$ cat src/rtl/disp_pkg.sv
// disp_pkg: shared FSM states, BCD constants and display-range helper
// for the display scan controller. No ports; imported by disp_scan_ctrl
// and bin2bcd_seq.
package disp_pkg;
  typedef enum logic [1:0] {IDLE, CONV, DONE} state_t;
  localparam int BCD_W = 4;
  localparam logic [BCD_W-1:0] BCD_OVF_CODE = 4'hF;
  // Largest value representable on the display: 10^digits - 1.
  function automatic logic [63:0] max_disp(input int digits);
    logic [63:0] p;
    p = 64'd1;
    for (int i = 0; i < digits; i++) p = p * 64'd10;
    return p - 64'd1;
  endfunction
endpackage

$ cat src/rtl/bin2bcd_seq.sv
// bin2bcd_seq: sequential double-dabble binary-to-BCD converter.
// Ports:
//   clk, rst   clock, asynchronous active-high reset
//   bin, load  value to convert, one-cycle start request (ignored while busy)
//   bcd        converted digits, or all BCD_OVF_CODE when out of range
//   ovf        value exceeded the display range
//   busy       conversion in progress (registered)
//   done       high during the cycle whose closing edge publishes bcd/ovf
module bin2bcd_seq
  import disp_pkg::*;
#(
  parameter int BIN_W  = 14,
  parameter int DIGITS = 4
) (
  input  logic                    clk,
  input  logic                    rst,
  input  logic [BIN_W-1:0]        bin,
  input  logic                    load,
  output logic [DIGITS*BCD_W-1:0] bcd,
  output logic                    ovf,
  output logic                    busy,
  output logic                    done
);
  localparam int DW = DIGITS * BCD_W;
  localparam int CW = $clog2(BIN_W + 1);
  localparam logic [63:0] MAXV = max_disp(DIGITS);
  state_t state, state_nx;
  logic [BIN_W-1:0] sh;
  logic [DW-1:0] acc, adj;
  logic [CW-1:0] cnt;
  logic cmp;
  always_ff @(posedge clk or posedge rst)
    if (rst) state <= IDLE;
    else state <= state_nx;
  always_comb begin
    state_nx = state == IDLE ? (load ? CONV : IDLE) :
               state == CONV ? (cnt == CW'(BIN_W - 1) ? DONE : CONV) : IDLE;
  end
  // Add-3 correction applied to every nibble before each shift.
  always_comb begin
    adj = acc;
    for (int i = 0; i < DIGITS; i++)
      adj[i*BCD_W +: BCD_W] = acc[i*BCD_W +: BCD_W] >= 4'd5 ?
                              acc[i*BCD_W +: BCD_W] + 4'd3 : acc[i*BCD_W +: BCD_W];
  end
  always_ff @(posedge clk or posedge rst)
    if (rst) begin
      sh   <= '0;
      acc  <= '0;
      cnt  <= '0;
      cmp  <= 1'b0;
      busy <= 1'b0;
    end else if (state == IDLE && load) begin
      sh   <= bin;
      acc  <= '0;
      cnt  <= '0;
      cmp  <= 64'(bin) > MAXV;
      busy <= 1'b1;
    end else if (state == CONV) begin
      // Bit shifted out of the top nibble is dropped; range is covered by cmp.
      {acc, sh} <= {adj[DW-2:0], sh, 1'b0};
      cnt       <= cnt + CW'(1);
    end else if (state == DONE) begin
      busy <= 1'b0;
    end
  assign bcd  = cmp ? {DIGITS{BCD_OVF_CODE}} : acc;
  assign ovf  = cmp;
  assign done = state == DONE;
endmodule

$ cat src/rtl/disp_scan_ctrl.sv
// disp_scan_ctrl: converts a binary value to BCD and time-multiplexes it
// onto a 4511-style decoder driving DIGITS common-anode digits.
// Ports:
//   clk, rst    clock, asynchronous active-high reset
//   bin, load   value to display, one-cycle load request
//   lamp_test   active-high lamp-test request
//   D           BCD nibble to decoder
//   LE          decoder latch enable (1 = latch)
//   BL          decoder blanking, active-low
//   LT          decoder lamp test, active-low
//   AN          digit select, active-low
//   busy        conversion in progress
//   ovf         displayed value exceeds 10^DIGITS-1 (shown as blank digits)
// Build option: define DISP_SCAN_LEAD_ZERO_BLANK_EN to blank leading zeros.
module disp_scan_ctrl
  import disp_pkg::*;
#(
  parameter int BIN_W   = 14,
  parameter int DIGITS  = 4,
  parameter int CLK_DIV = 1000,
  parameter int GUARD   = 16
) (
  input  logic              clk,
  input  logic              rst,
  input  logic [BIN_W-1:0]  bin,
  input  logic              load,
  input  logic              lamp_test,
  output logic [3:0]        D,
  output logic              LE,
  output logic              BL,
  output logic              LT,
  output logic [DIGITS-1:0] AN,
  output logic              busy,
  output logic              ovf
);
  localparam int DW = DIGITS * BCD_W;
  localparam int VW = CLK_DIV > 1 ? $clog2(CLK_DIV) : 1;
  localparam int IW = DIGITS > 1 ? $clog2(DIGITS) : 1;
  logic [VW-1:0] div, div_nx;
  logic [IW-1:0] idx, idx_nx;
  logic [DW-1:0] dig_reg, conv_bcd;
  logic conv_ovf, done, wrap, lit_nx;
  bin2bcd_seq #(.BIN_W(BIN_W), .DIGITS(DIGITS)) u_conv (
    .clk  (clk),
    .rst  (rst),
    .bin  (bin),
    .load (load),
    .bcd  (conv_bcd),
    .ovf  (conv_ovf),
    .busy (busy),
    .done (done)
  );
  // Outputs are registered from the next scan position so they line up
  // with the divider value they describe.
  always_comb begin
    wrap   = div == VW'(CLK_DIV - 1);
    div_nx = wrap ? '0 : div + VW'(1);
    idx_nx = wrap ? (idx == IW'(DIGITS - 1) ? '0 : idx + IW'(1)) : idx;
    lit_nx = div_nx >= VW'(GUARD);
  end
`ifdef DISP_SCAN_LEAD_ZERO_BLANK_EN
  logic lz, lz_nx;
  // A digit is a leading zero when it and every higher digit are zero.
  always_comb begin
    lz_nx = idx_nx != '0 && (dig_reg >> (idx_nx * BCD_W)) == '0;
  end
`endif
  always_ff @(posedge clk or posedge rst)
    if (rst) begin
      div     <= '0;
      idx     <= '0;
      dig_reg <= '0;
      ovf     <= 1'b0;
      D       <= '0;
      LE      <= 1'b1;
      BL      <= 1'b0;
      LT      <= 1'b1;
      AN      <= '1;
`ifdef DISP_SCAN_LEAD_ZERO_BLANK_EN
      lz      <= 1'b0;
`endif
    end else begin
      div <= div_nx;
      idx <= idx_nx;
      if (done) begin
        dig_reg <= conv_bcd;
        ovf     <= conv_ovf;
      end
      // Digit is sampled only at slot start, so D never changes mid-slot.
      if (div_nx == '0) begin
        D <= dig_reg[idx_nx*BCD_W +: BCD_W];
`ifdef DISP_SCAN_LEAD_ZERO_BLANK_EN
        lz <= lz_nx;
`endif
      end
      LE <= ~lit_nx;
`ifdef DISP_SCAN_LEAD_ZERO_BLANK_EN
      BL <= lit_nx & ~lz;
`else
      BL <= lit_nx;
`endif
      AN <= lit_nx ? ~(DIGITS'(1) << idx_nx) : '1;
      LT <= ~lamp_test;
    end
endmodule
$ cat config.mk
export PLATFORM = sky130hd
export DESIGN_NAME = disp_scan_ctrl
export DESIGN_NICKNAME = d
export VERILOG_FILES = /design/src/rtl/disp_pkg.sv /design/src/rtl/bin2bcd_seq.sv /design/src/rtl/disp_scan_ctrl.sv
export SDC_FILE = /design/constraint.sdc
export NUM_CORES = 1
export LEC_CHECK = 0
export BUFFER_PORTS_ARGS = -buffer_cell sky130_fd_sc_hd__buf_2
export CAP_MARGIN = 40
export CORE_MARGIN = 10
export CORE_UTILIZATION = 45
export CTS_CLUSTER_DIAMETER = 40
export DETAILED_ROUTE_END_ITERATION = 8
export MAX_ROUTING_LAYER = met4
export PLACE_DENSITY = 0.69
export SLEW_MARGIN = 5
export SYNTH_ARGS = -nofsm -noshare
export SYNTH_HDL_FRONTEND = slang
export SYNTH_SLANG_ARGS = --single-unit
$ cat constraint.sdc
create_clock -name clk -period 3.3 [get_ports clk]
set_input_delay 0.495 -clock clk [delete_from_list [all_inputs] [get_ports clk]]
set_output_delay 0.495 -clock clk [all_outputs]
set_load 0.05 [all_outputs]
; ---- Word-level counts from Yosys, hierarchy flattened
; Index checks and enable logic that the tools add are counted.
[word_totals]
regBits = 78
inputBits = 18
output_inout_bits = 13
word_cells = 67
[op_classes]
bitwise_logic = 3
n_shift = 2
addsub = 7
magnitude_cmp = 6
muxes = 22
n_reduce_logical = 6
n_eq_ne = 6
[op_table]
columns = op, n
row1 = $mux 16, 3
row2 = $mux 14, 2
row3 = $mux 4, 6
row4 = $ge 4x3->1 const B, 4
row5 = $shiftx 16x5->4, 1
row6 = $gt 14x14->1 const B, 1
row7 = $add 4x2->4 const B, 3
row8 = $add 10x1->10 const B, 1
row9 = $eq 10x10->1 const B, 1
row10 = $ge 10x5->1 const B, 1
row11 = $logic_not 10->1, 1
row12 = $mux 10, 1
row13 = $mux 2, 5
row14 = $add 4x1->4 const B, 1
row15 = $eq 2x2->1 const B, 2
row16 = $eq 4x4->1 const B, 1
row17 = $mux 1, 4
row18 = $not 4->4, 1
row19 = $reduce_bool 2->1, 2
row20 = $shl 1x2->4 const A, 1
row21 = $add 3x2->3 const B, 1
row22 = $mux 3, 1
row23 = $add 2x1->2 const B, 1
row24 = $eq 2x1->1 const B, 1
row25 = 5 further kinds, 6

; ---- Logic depth before layout (Yosys ltp)
; Gate-level depths: netlist of the first run.
[depth]
depth_word = 6
depth_mapped = 9
mapped_depth_nobuf = 8

; ---- Modules after synthesis
; A second synthesis of the first run with hierarchy kept.
[hier_totals]
hier_cells = 362
hier_area_um2 = 3821.2
[by_module_without_submodules]
columns = mod, cells_each, area_each_um2, seq_area_each_um2, instances
row1 = bin2bcd_seq, 216, 2049.5, 950.9, 1
row2 = disp_scan_ctrl, 146, 1771.7, 1008.5, 1

; ---- Worst setup path after synthesis of the first run
; Ideal clock, no wire load.
[synth_timing]
path_type = reg2reg
start = reg div[0]
end = reg D[0]
synth_period_minus_slack_ns = 2.239
n_path_buf = 1
setup_time_ns = 0.125
stages_incl_launch_ff = 9
t_arrival_ns = 2.114
path_slack_ns = 1.061
required_ns = 3.175
cell_sequence = dfrtp_1 ha_1 nand2_1 nor4_4 mux2_2 buf_6 a21oi_1 a32oi_1 mux2_2
[synth_between]
elab_chain_len = 3
word_cells_on_any_way = 6
classes_between = add/sub: 1 / eq/ne: 1 / shift: 1 / mux: 2 / reduce/logical: 1
[synth_lines]
columns = element, line
row1 = start: declaration, disp_scan_ctrl.sv:39  ; logic [VW-1:0] div, div_nx;
row2 = start signal: assignment, disp_scan_ctrl.sv:83  ; div <= div_nx;
row3 = $eq 10x10->1, disp_scan_ctrl.sv:56  ; wrap = div == VW'(CLK_DIV - 1);
row4 = $mux 2, disp_scan_ctrl.sv:58  ; idx_nx = wrap ? (idx == IW'(DIGITS - 1) ? '0 : idx + IW'(1)) : idx;
row5 = named net idx_nx[0], disp_scan_ctrl.sv:40  ; logic [IW-1:0] idx, idx_nx;
row6 = $shiftx 16x5->4, disp_scan_ctrl.sv:91  ; D <= dig_reg[idx_nx*BCD_W +: BCD_W];
row7 = end signal: assignment, disp_scan_ctrl.sv:91
row8 = end: declaration, disp_scan_ctrl.sv:28  ; output logic [3:0] D,
; The timed path passes the listed nets, and every way through them passes these cells.
; A chain may end at the register's enable or synchronous reset.

; ---- Worst setup path after layout of the first run
[layout_timing]
start = reg div[0]
end = reg D[2]
[layout_between]
elab_chain_len = 3
word_cells_on_any_way = 6
classes_between = add/sub: 1 / eq/ne: 1 / shift: 1 / mux: 2 / reduce/logical: 1
[layout_lines]
columns = element, line
row1 = $add 10x1->10 or $eq 10x10->1 (tied branches), "disp_scan_ctrl.sv:57, disp_scan_ctrl.sv:56"
row2 = $mux 10 or $mux 2 (tied branches), "disp_scan_ctrl.sv:57, disp_scan_ctrl.sv:58"
row3 = $logic_not 10->1 or $shiftx 16x5->4 (tied branches), "disp_scan_ctrl.sv:90, disp_scan_ctrl.sv:91"
; Parallel ways exist; a longest one is shown, timed or not.

==> qor.csv, run 1 <==
metric,value,unit
vias per cell,5.315,
internal power,2148,uW
sequential area share after synthesis,51.36,%
clock buffer depth,2,
post_cts resized,0,
top_reg_cell synth,dfrtp_1,
Critical Path Max Stage Delay,430,ps
GRT busiest layer,met2,
Worst Tran Pin Value,641.6,ps
critical path cell sequence,"ha_1, nand2_1, nor4_4, mux2i_1, buf_4, inv_1, nand2_1, a32oi_1, mux2_2",
WL/cell,14.48,um
GRT Total Usage,12.95,%
DR iter-0 viols,131,
Hold Path Class,in -> async,
core area,8217,um^2
Setup crit end kind,flop,
Worst-Skew Late Latency,350,ps
IO Pins,31,
syn avg cell area,9.466,um^2
GR Util met2,19.11,%
unrepaired setup endpoints after global routing,false,
antenna diode count,0,
Synth top area share,47.23,%
crit-path max FO,11,
Leak Pwr,0.001954,uW
Crit path max-delay family,simple AND/OR/NAND/NOR gates,
syn nets,434,
final setup fails,0,
Crit-path slowest cell,nor4_4,
Total Nets Final,460,
fin crit period,2507,ps
die area,12560,um^2
Buf/Inv on CP,2,
sw frac,37.41,%
Slew headroom,57.23,%
Die Ht,112.1,um
Root Buffer,clkbuf_8,
crit path DAT,2740,ps
placed cells,523,
share of cells above drive strength 1,17.74,%
"Top cell by count, worst path",nand2_1,
M1 GR Usage,16.46,%
clock share of power,22.9,%
Fmax achieved,399.0,MHz
Sink Count,78,
Post-CTS Repair Setup Buffers,0,
CTS tree,done,
number of global-route vias before repair,2914,
post-route non-filler standard cell count,539,
routability cong.,0.8300,
grt met3 use,3.301,%
Pre-Repair DR Iteration Count,5,
critical path type,reg -> reg,
starting density of the core,46.43,%
Final Hold Fails,0,
Post-synth EDFFs,0,
die width,112.1,um
critical path launch point type,flop,
Synth area leader,dfrtp_1,
"CTS clk-pin slew, worst paths",90,ps
Post-Syn Area,3815,um^2
initial antenna violation count,0,
"Hold-fix buffers, CTS",0,
fin crit share,75.96,%
I/O Buffers,30,
Vias,2865,
setup tns final,0,ps
FP Rows,33,
Sw Pwr,1284,uW
total grt overflow,0,
part of the power in registers,45.1,%
Worst IR Drop VDD,385.1,uV
Synth area leaders,"dfrtp_1, nand2_1, o21ai_0, ha_1, dfstp_2",
Routed WL,7.805,mm
CTS Buf Count,9,
MaxCap Viol Count,0,
Area Overhead vs Synth,12.17,%
async set-or-reset flop fraction in the synthesized netlist,100.0,%
Ys Warns,0,
DRC Markers,0,
synth unique cells,50,
Yosys reg bits,78,
dpl hpwl,5.514,mm
# H-tree levels,3,
Cells after Synth,403,
Gate power share,32.1,%
largest net degree at the start of global routing,30,
status,completed,
WP data required,3530,ps
Detail Route Antenna Nets,0,
first-pass GRT wire length,13.56,mm
Setup Skew,12.55,ps
PwrDens,802.0,nW/um^2
# fillers,731,
Final Max Tran Viols,0,
[stage by stage]
step           utilization [%]  worst slack, ps  hold slack, ps  instance area, um^2  power [uW]
2_1_floorplan                -            819.9           445.8                 3815        2338
3_3_place_gp             48.96            906.0           456.7                 4023        2578
3_5_place_dp             49.46            832.0           463.5                 4064        2662
4_1_cts                  52.08            795.9           225.7                 4279        3470
5_1_grt                  52.08            561.2           239.0                 4279        3729
6_report                 52.08            793.4           222.1                 4279        3432
[worst paths after layout]
check,cells after the start,startpoint,endpoint,slack (ps)
worst max-delay path,9,div[0],D[2],790
worst min-delay path,2,rst,u_conv.sh[5],220
worst max register to register,9,div[0],D[2],790
worst min register to register,2,u_conv.sh[1],u_conv.sh[1],480
max in group asynchronous,3,rst,LT,2250
min in group clk,2,lamp_test,LT,250
[final cells by class]
cell class | instances | area, um^2 | share of cell area, %
sequential | 78 | 1959 | 45.79
inverter | 16 | 60.06 | 1.404
tap | 105 | 131.4 | 3.070
clock inverter | 5 | 83.83 | 1.959
clock buffer | 11 | 131.4 | 3.070
timing repair buffer | 38 | 229.0 | 5.351
multi-input combinational | 286 | 1684 | 39.36
[cells in the mapped netlist, types with 2 or more instances]
cell and n:
nor3b_1 3, o21a_1 2, nor3_1 6, dfstp_2 6
o31ai_1 2, nand3_1 25, mux2_2 5, dfrtp_1 72
nor2_1 32, a32oi_1 4, a22oi_1 13, or2_2 2
nand2b_1 8, or3_1 2, inv_1 16, buf_4 3
nand4_1 2, clkbuf_1 16, nand2_1 70, ha_1 13
xnor2_1 6, nor2b_1 3, o21ai_0 41, buf_2 2
a21oi_1 21, xor2_1 4
[cell usage in the layout, fill, tap and decap left out, drive strengths merged, types with 2 or more instances in the layout]
cell	instances
or3	3
buf	38
xnor2	6
nor4	2
clkinvlp	2
nor3b	3
nand4	2
a22oi	13
nor3	6
mux2	5
clkbuf	11
ha	13
o31ai	2
or2	2
bufinv	2
nor2b	3
a32oi	4
inv	17
xor2	4
nand3	26
dfstp	6
nand2b	8
dfrtp	72
o21a	2
nand2	71
nor2	33
a21oi	22
o21ai	41
[power by group through the flow]
stage | logic, uW | registers, uW | clock network [uW]
after floorplan | 847 | 1490 | 0
after global placement | 1020 | 1560 | 0
after detailed placement | 1100 | 1560 | 0
after CTS | 1110 | 1540 | 812
after global routing | 1290 | 1600 | 847
final | 1100 | 1550 | 785
[cell families (layout without fill, tap and decap cells)]
kind of cell | count (synthesis) | count (layout) | synth area share (%)
compound gates | 93 | 93 | 15.32
flops | 78 | 78 | 51.36
fa+ha+maj | 13 | 13 | 4.264
mux | 6 | 6 | 1.738
buf+inv | 39 | 70 | 4.493
xor+xnor | 10 | 10 | 2.296
simple gates | 164 | 164 | 20.53
[metal layers]
| metal | wire, um | vias to the layer above |
|---|---|---|
| met3 | 344 | 14 |
| met1 | 3778 | 1361 |
| li1 | - | 1438 |
| met2 | 3534 | 52 |
| met5 | 0 | - |
| met4 | 148 | 0 |
[worst register-to-register path: cells and delay by family (launching register included)]
kind | cells | cell delay (ps)
flops | 1 | 400
compound gates | 1 | 100
simple gates | 3 | 740
mux | 2 | 510
buf+inv | 2 | 350
fa+ha+maj | 1 | 300
(Power assumes the default switching activity.)
==> run 2, diff against run 1 <==
Clock period 3.3 ns to 2.6 ns, I/O delays scaled along.
==> qor.csv, run 2 (synthesis results as in run 1) <==
metric,value,unit
crit path from,div[0],
Post-CTS Repair Setup Buffers,0,
Crit-path slowest cell,nor4b_4,
WL/cell,14.63,um
# H-tree levels,3,
WP data required,2840,ps
crit-path max FO,5,
CTS Buf Count,9,
final setup fails,0,
Worst IR Drop VDD,463.0,uV
total grt overflow,0,
fin crit share,93.20,%
Worst Tran Pin Value,636.1,ps
GRT Total Usage,13.35,%
share of cells above drive strength 1,18.20,%
CTS tree,done,
core area,8217,um^2
Setup crit end kind,flop,
Setup Skew,12.04,ps
Hold Path Class,in -> async,
DRC Markers,0,
total power,4383,uW
number of global-route vias before repair,2996,
Leak Pwr,0.001962,uW
clock buffer depth,2,
crit path DAT,2670,ps
critical path launch point type,flop,
largest net degree at the start of global routing,36,
unrepaired setup endpoints after global routing,false,
dpl hpwl,5.564,mm
die width,112.1,um
setup tns final,0,ps
Routed WL,7.884,mm
MaxCap Viol Count,0,
PwrDens,1019,nW/um^2
first-pass GRT wire length,13.97,mm
Final Hold Fails,0,
"commonest non-fill, non-tap cell in the layout",dfrtp_1,
routability cong.,0.8669,
Worst-Skew Late Latency,360,ps
placed cell area,4076,um^2
Area Overhead vs Synth,12.76,%
I/O Buffers,30,
Pre-Repair DR Iteration Count,4,
Critical Path Max Stage Delay,420,ps
RR Startpoint,div[0],
critical path type,reg -> reg,
die area,12560,um^2
Root Buffer,clkbuf_8,
Slew headroom,57.60,%
vias per cell,5.453,
Total Nets Final,460,
FP Rows,33,
initial antenna violation count,0,
Vias,2939,
cells on worst reg2reg path,7,
antenna diode count,0,
Die Ht,112.1,um
starting density of the core,46.43,%
most frequent cells in the layout,"dfrtp_1, nand2_1, o21ai_0",
DR iter-0 viols,134,
Detail Route Antenna Nets,0,
Final Max Tran Viols,0,
critical path cell sequence,"ha_1, nand3_2, o21a_1, a2111oi_4, o22ai_2, nor4b_4, mux2_2",
Fmax achieved,412.7,MHz
post-route design area,4302,um^2
"CTS clk-pin slew, worst paths",90,ps
IO Pins,31,
fin crit period,2423,ps
hold_ws,103.6,ps
status,completed,
Sink Count,78,
[run 2: critical path, delay by kind of cell (launching register included)]
family | cells | cell delay [ps]
adders and majority gates | 1 | 290
muxes | 1 | 380
DFF | 1 | 400
and+or+nand+nor | 2 | 560
AOI/OAI and AO/OA | 3 | 690
[run 2: timing repair]
action | in CTS | in global routing
endpoints found under the setup margin | 0 | 4
hold endpoints to repair | 0 | 0
gates resized for setup | 0 | 1
hold buffers | 0 | 0
[run 2: final timing paths]
check | endpoint | slack, ps
max in group asynchronous | AN[0] | 1770
worst min-delay path | div[9] | 100
min in group clk | LT | 130
worst min register to register | u_conv.sh[8] | 480
worst max-delay path | D[0] | 180
worst max register to register | D[0] | 180
[run 2: cell type report]
cell class	instances	area [um^2]
clock inverter	6	92.59
fill	736	3915
clock buffer	10	127.6
sequential	78	1959
tap	105	131.4
multi-input combinational	286	1689
inverter	16	60.06
timing repair buffer	38	241.5
[run 2: stage by stage]
stage	std cells	util [%]	setup slack (ps)
2_1_floorplan	403	-	224.9
3_3_place_gp	520	49.11	234.7
3_5_place_dp	523	49.61	168.5
4_1_cts	539	52.29	148.2
5_1_grt	539	52.35	19.41
6_report	539	52.35	176.9
[run 2: routing by layer]
metal  part of all wire [%]  track usage (%)
met2                     47            20.36
met4                    2.0            6.007
met5                      0                -
met3                    4.9            3.195
met1                     46            16.49
[run 2: power breakdown]
group	internal, uW	switching [uW]	leakage (uW)
Clock	548	477	0.000104
Sequential	1610	354	0.000940
Combinational	570	824	0.000919
==> run 3, diff against run 2 <==
Clock period 2.6 ns to 2.36 ns, I/O delays scaled along.
==> qor.csv, run 3 (synthesis results as in run 1) <==
metric,value,unit
Total Nets Final,468,
initial antenna violation count,0,
IO Pins,31,
crit-path max FO,10,
starting density of the core,46.43,%
Final Max Tran Viols,0,
post-route non-filler standard cell count,546,
Routed WL,7.805,mm
final setup fails,0,
Area Overhead vs Synth,13.28,%
GRT busiest layer,met2,
Die Ht,112.1,um
Slew headroom,57.03,%
DRC Markers,0,
number of global-route vias before repair,2918,
RR Startpoint,div[7],
MaxCap Viol Count,0,
status,completed,
capture point of the worst path,D[3],
I/O Buffers,30,
crit path DAT,2510,ps
WP data required,2600,ps
final core utilization,52.60,%
clock buffer depth,2,
Buf/Inv on CP,1,
most frequent cells in the layout,"dfrtp_1, nand2_1, o21ai_0",
DR iter-0 viols,167,
vias per cell,5.346,
Final Hold Fails,0,
Detail Route Antenna Nets,0,
share of cells above drive strength 1,20.41,%
WL/cell,14.29,um
"Top cell by count, worst path",mux2_2,
Setup crit end kind,flop,
PwrDens,1074,nW/um^2
antenna diode count,0,
largest net degree at the start of global routing,79,
fin crit share,96.28,%
Crit-path slowest cell,dfrtp_1,
first-pass GRT wire length,13.61,mm
Worst-Skew Late Latency,350,ps
CTS tree,done,
r2r endpoint,D[3],
critical path launch point type,flop,
routability cong.,0.8354,
FF-to-FF setup slack,90,ps
setup tns final,0,ps
Root Buffer,clkbuf_8,
Hold Path Class,in -> async,
Leak Pwr,0.001984,uW
Sink Count,78,
critical path type,reg -> reg,
Worst path depth,7,
die area,12560,um^2
GR Util met2,20.67,%
Critical Path Max Stage Delay,470,ps
FP Rows,33,
GRT Total Usage,13.05,%
die width,112.1,um
Fmax achieved,440.1,MHz
critical path cell sequence,"nand4_1, nor4_4, buf_4, mux2_2, a21oi_1, a32oi_1, mux2_2",
total grt overflow,0,
fin crit period,2272,ps
Worst IR Drop VDD,596.4,uV
Crit path max-delay family,multiplexers,
M1 GR Usage,15.87,%
grt met3 use,4.260,%
Vias,2919,
"CTS clk-pin slew, worst paths",80,ps
placed cells,530,
CTS Buf Count,9,
Worst Tran Pin Value,644.6,ps
dpl hpwl,5.449,mm
crit path from,div[7],
cells on worst reg2reg path,7,
Setup Skew,12.23,ps
# H-tree levels,3,
core area,8217,um^2
Pre-Repair DR Iteration Count,4,
run 3: how the worst min path moves through the flow:
stage,startpoint,to,cells past startpoint
6_report,rst,div[4],3
5_1_grt,lamp_test,LT,2
3_5_place_dp,u_conv.sh[13],u_conv.sh[13],2
2_1_floorplan,lamp_test,LT,1
4_1_cts,rst,div[4],3
3_3_place_gp,ovf,ovf,2
run 3: timing repair:
item                       4_1_cts  5_1_grt
hold buffers                     0        0
setup endpoints to repair        0        4
setup buffers                    0        1
gates resized for setup          0        6
run 3: routing by layer:
| metal | vias up | wire (um) | share of wire, % |
|---|---|---|---|
| li1 | 1451 | - | - |
| met1 | 1393 | 3666 | 47 |
| met2 | 64 | 3725 | 48 |
| met3 | 11 | 353 | 4.5 |
| met4 | 0 | 59 | 0.76 |
| met5 | - | 0 | 0 |
run 3: per-stage QoR:
| stage | setup slack (ps) | hold WS, ps | instance area, um^2 | power, uW |
|---|---|---|---|---|
| 4_1_cts | 33.52 | 94.80 | 4302 | 4699 |
| 5_1_grt | -34.84 | 89.39 | 4322 | 5057 |
| 2_1_floorplan | 20.90 | 380.2 | 3815 | 3270 |
| 3_5_place_dp | 40.76 | 462.8 | 4121 | 3732 |
| 3_3_place_gp | 72.55 | 456.5 | 4095 | 3591 |
| 6_report | 87.82 | 61.07 | 4322 | 4643 |
run 3: power breakdown:
group | internal (uW) | switching [uW] | total [uW]
clock network | 482 | 461 | 943
logic | 631 | 909 | 1540
registers | 1780 | 384 | 2160
run 3: cell type report:
| type | instances | area (um^2) |
|---|---|---|
| Inverter | 16 | 60.06 |
| Clock inverter | 4 | 48.80 |
| Sequential cell | 78 | 1962 |
| Multi-Input combinational cell | 286 | 1694 |
| Fill cell | 751 | 3895 |
| Tap cell | 105 | 131.4 |
| Timing Repair Buffer | 46 | 294.0 |
| Clock buffer | 11 | 131.4 |
run 3: worst register-to-register path, stage by stage (launching register included):
cell and delay (ps):
dfrtp_1 470, nand4_1 240, nor4_4 320, buf_4 180, mux2_2 420, a21oi_1 180
a32oi_1 80, mux2_2 270
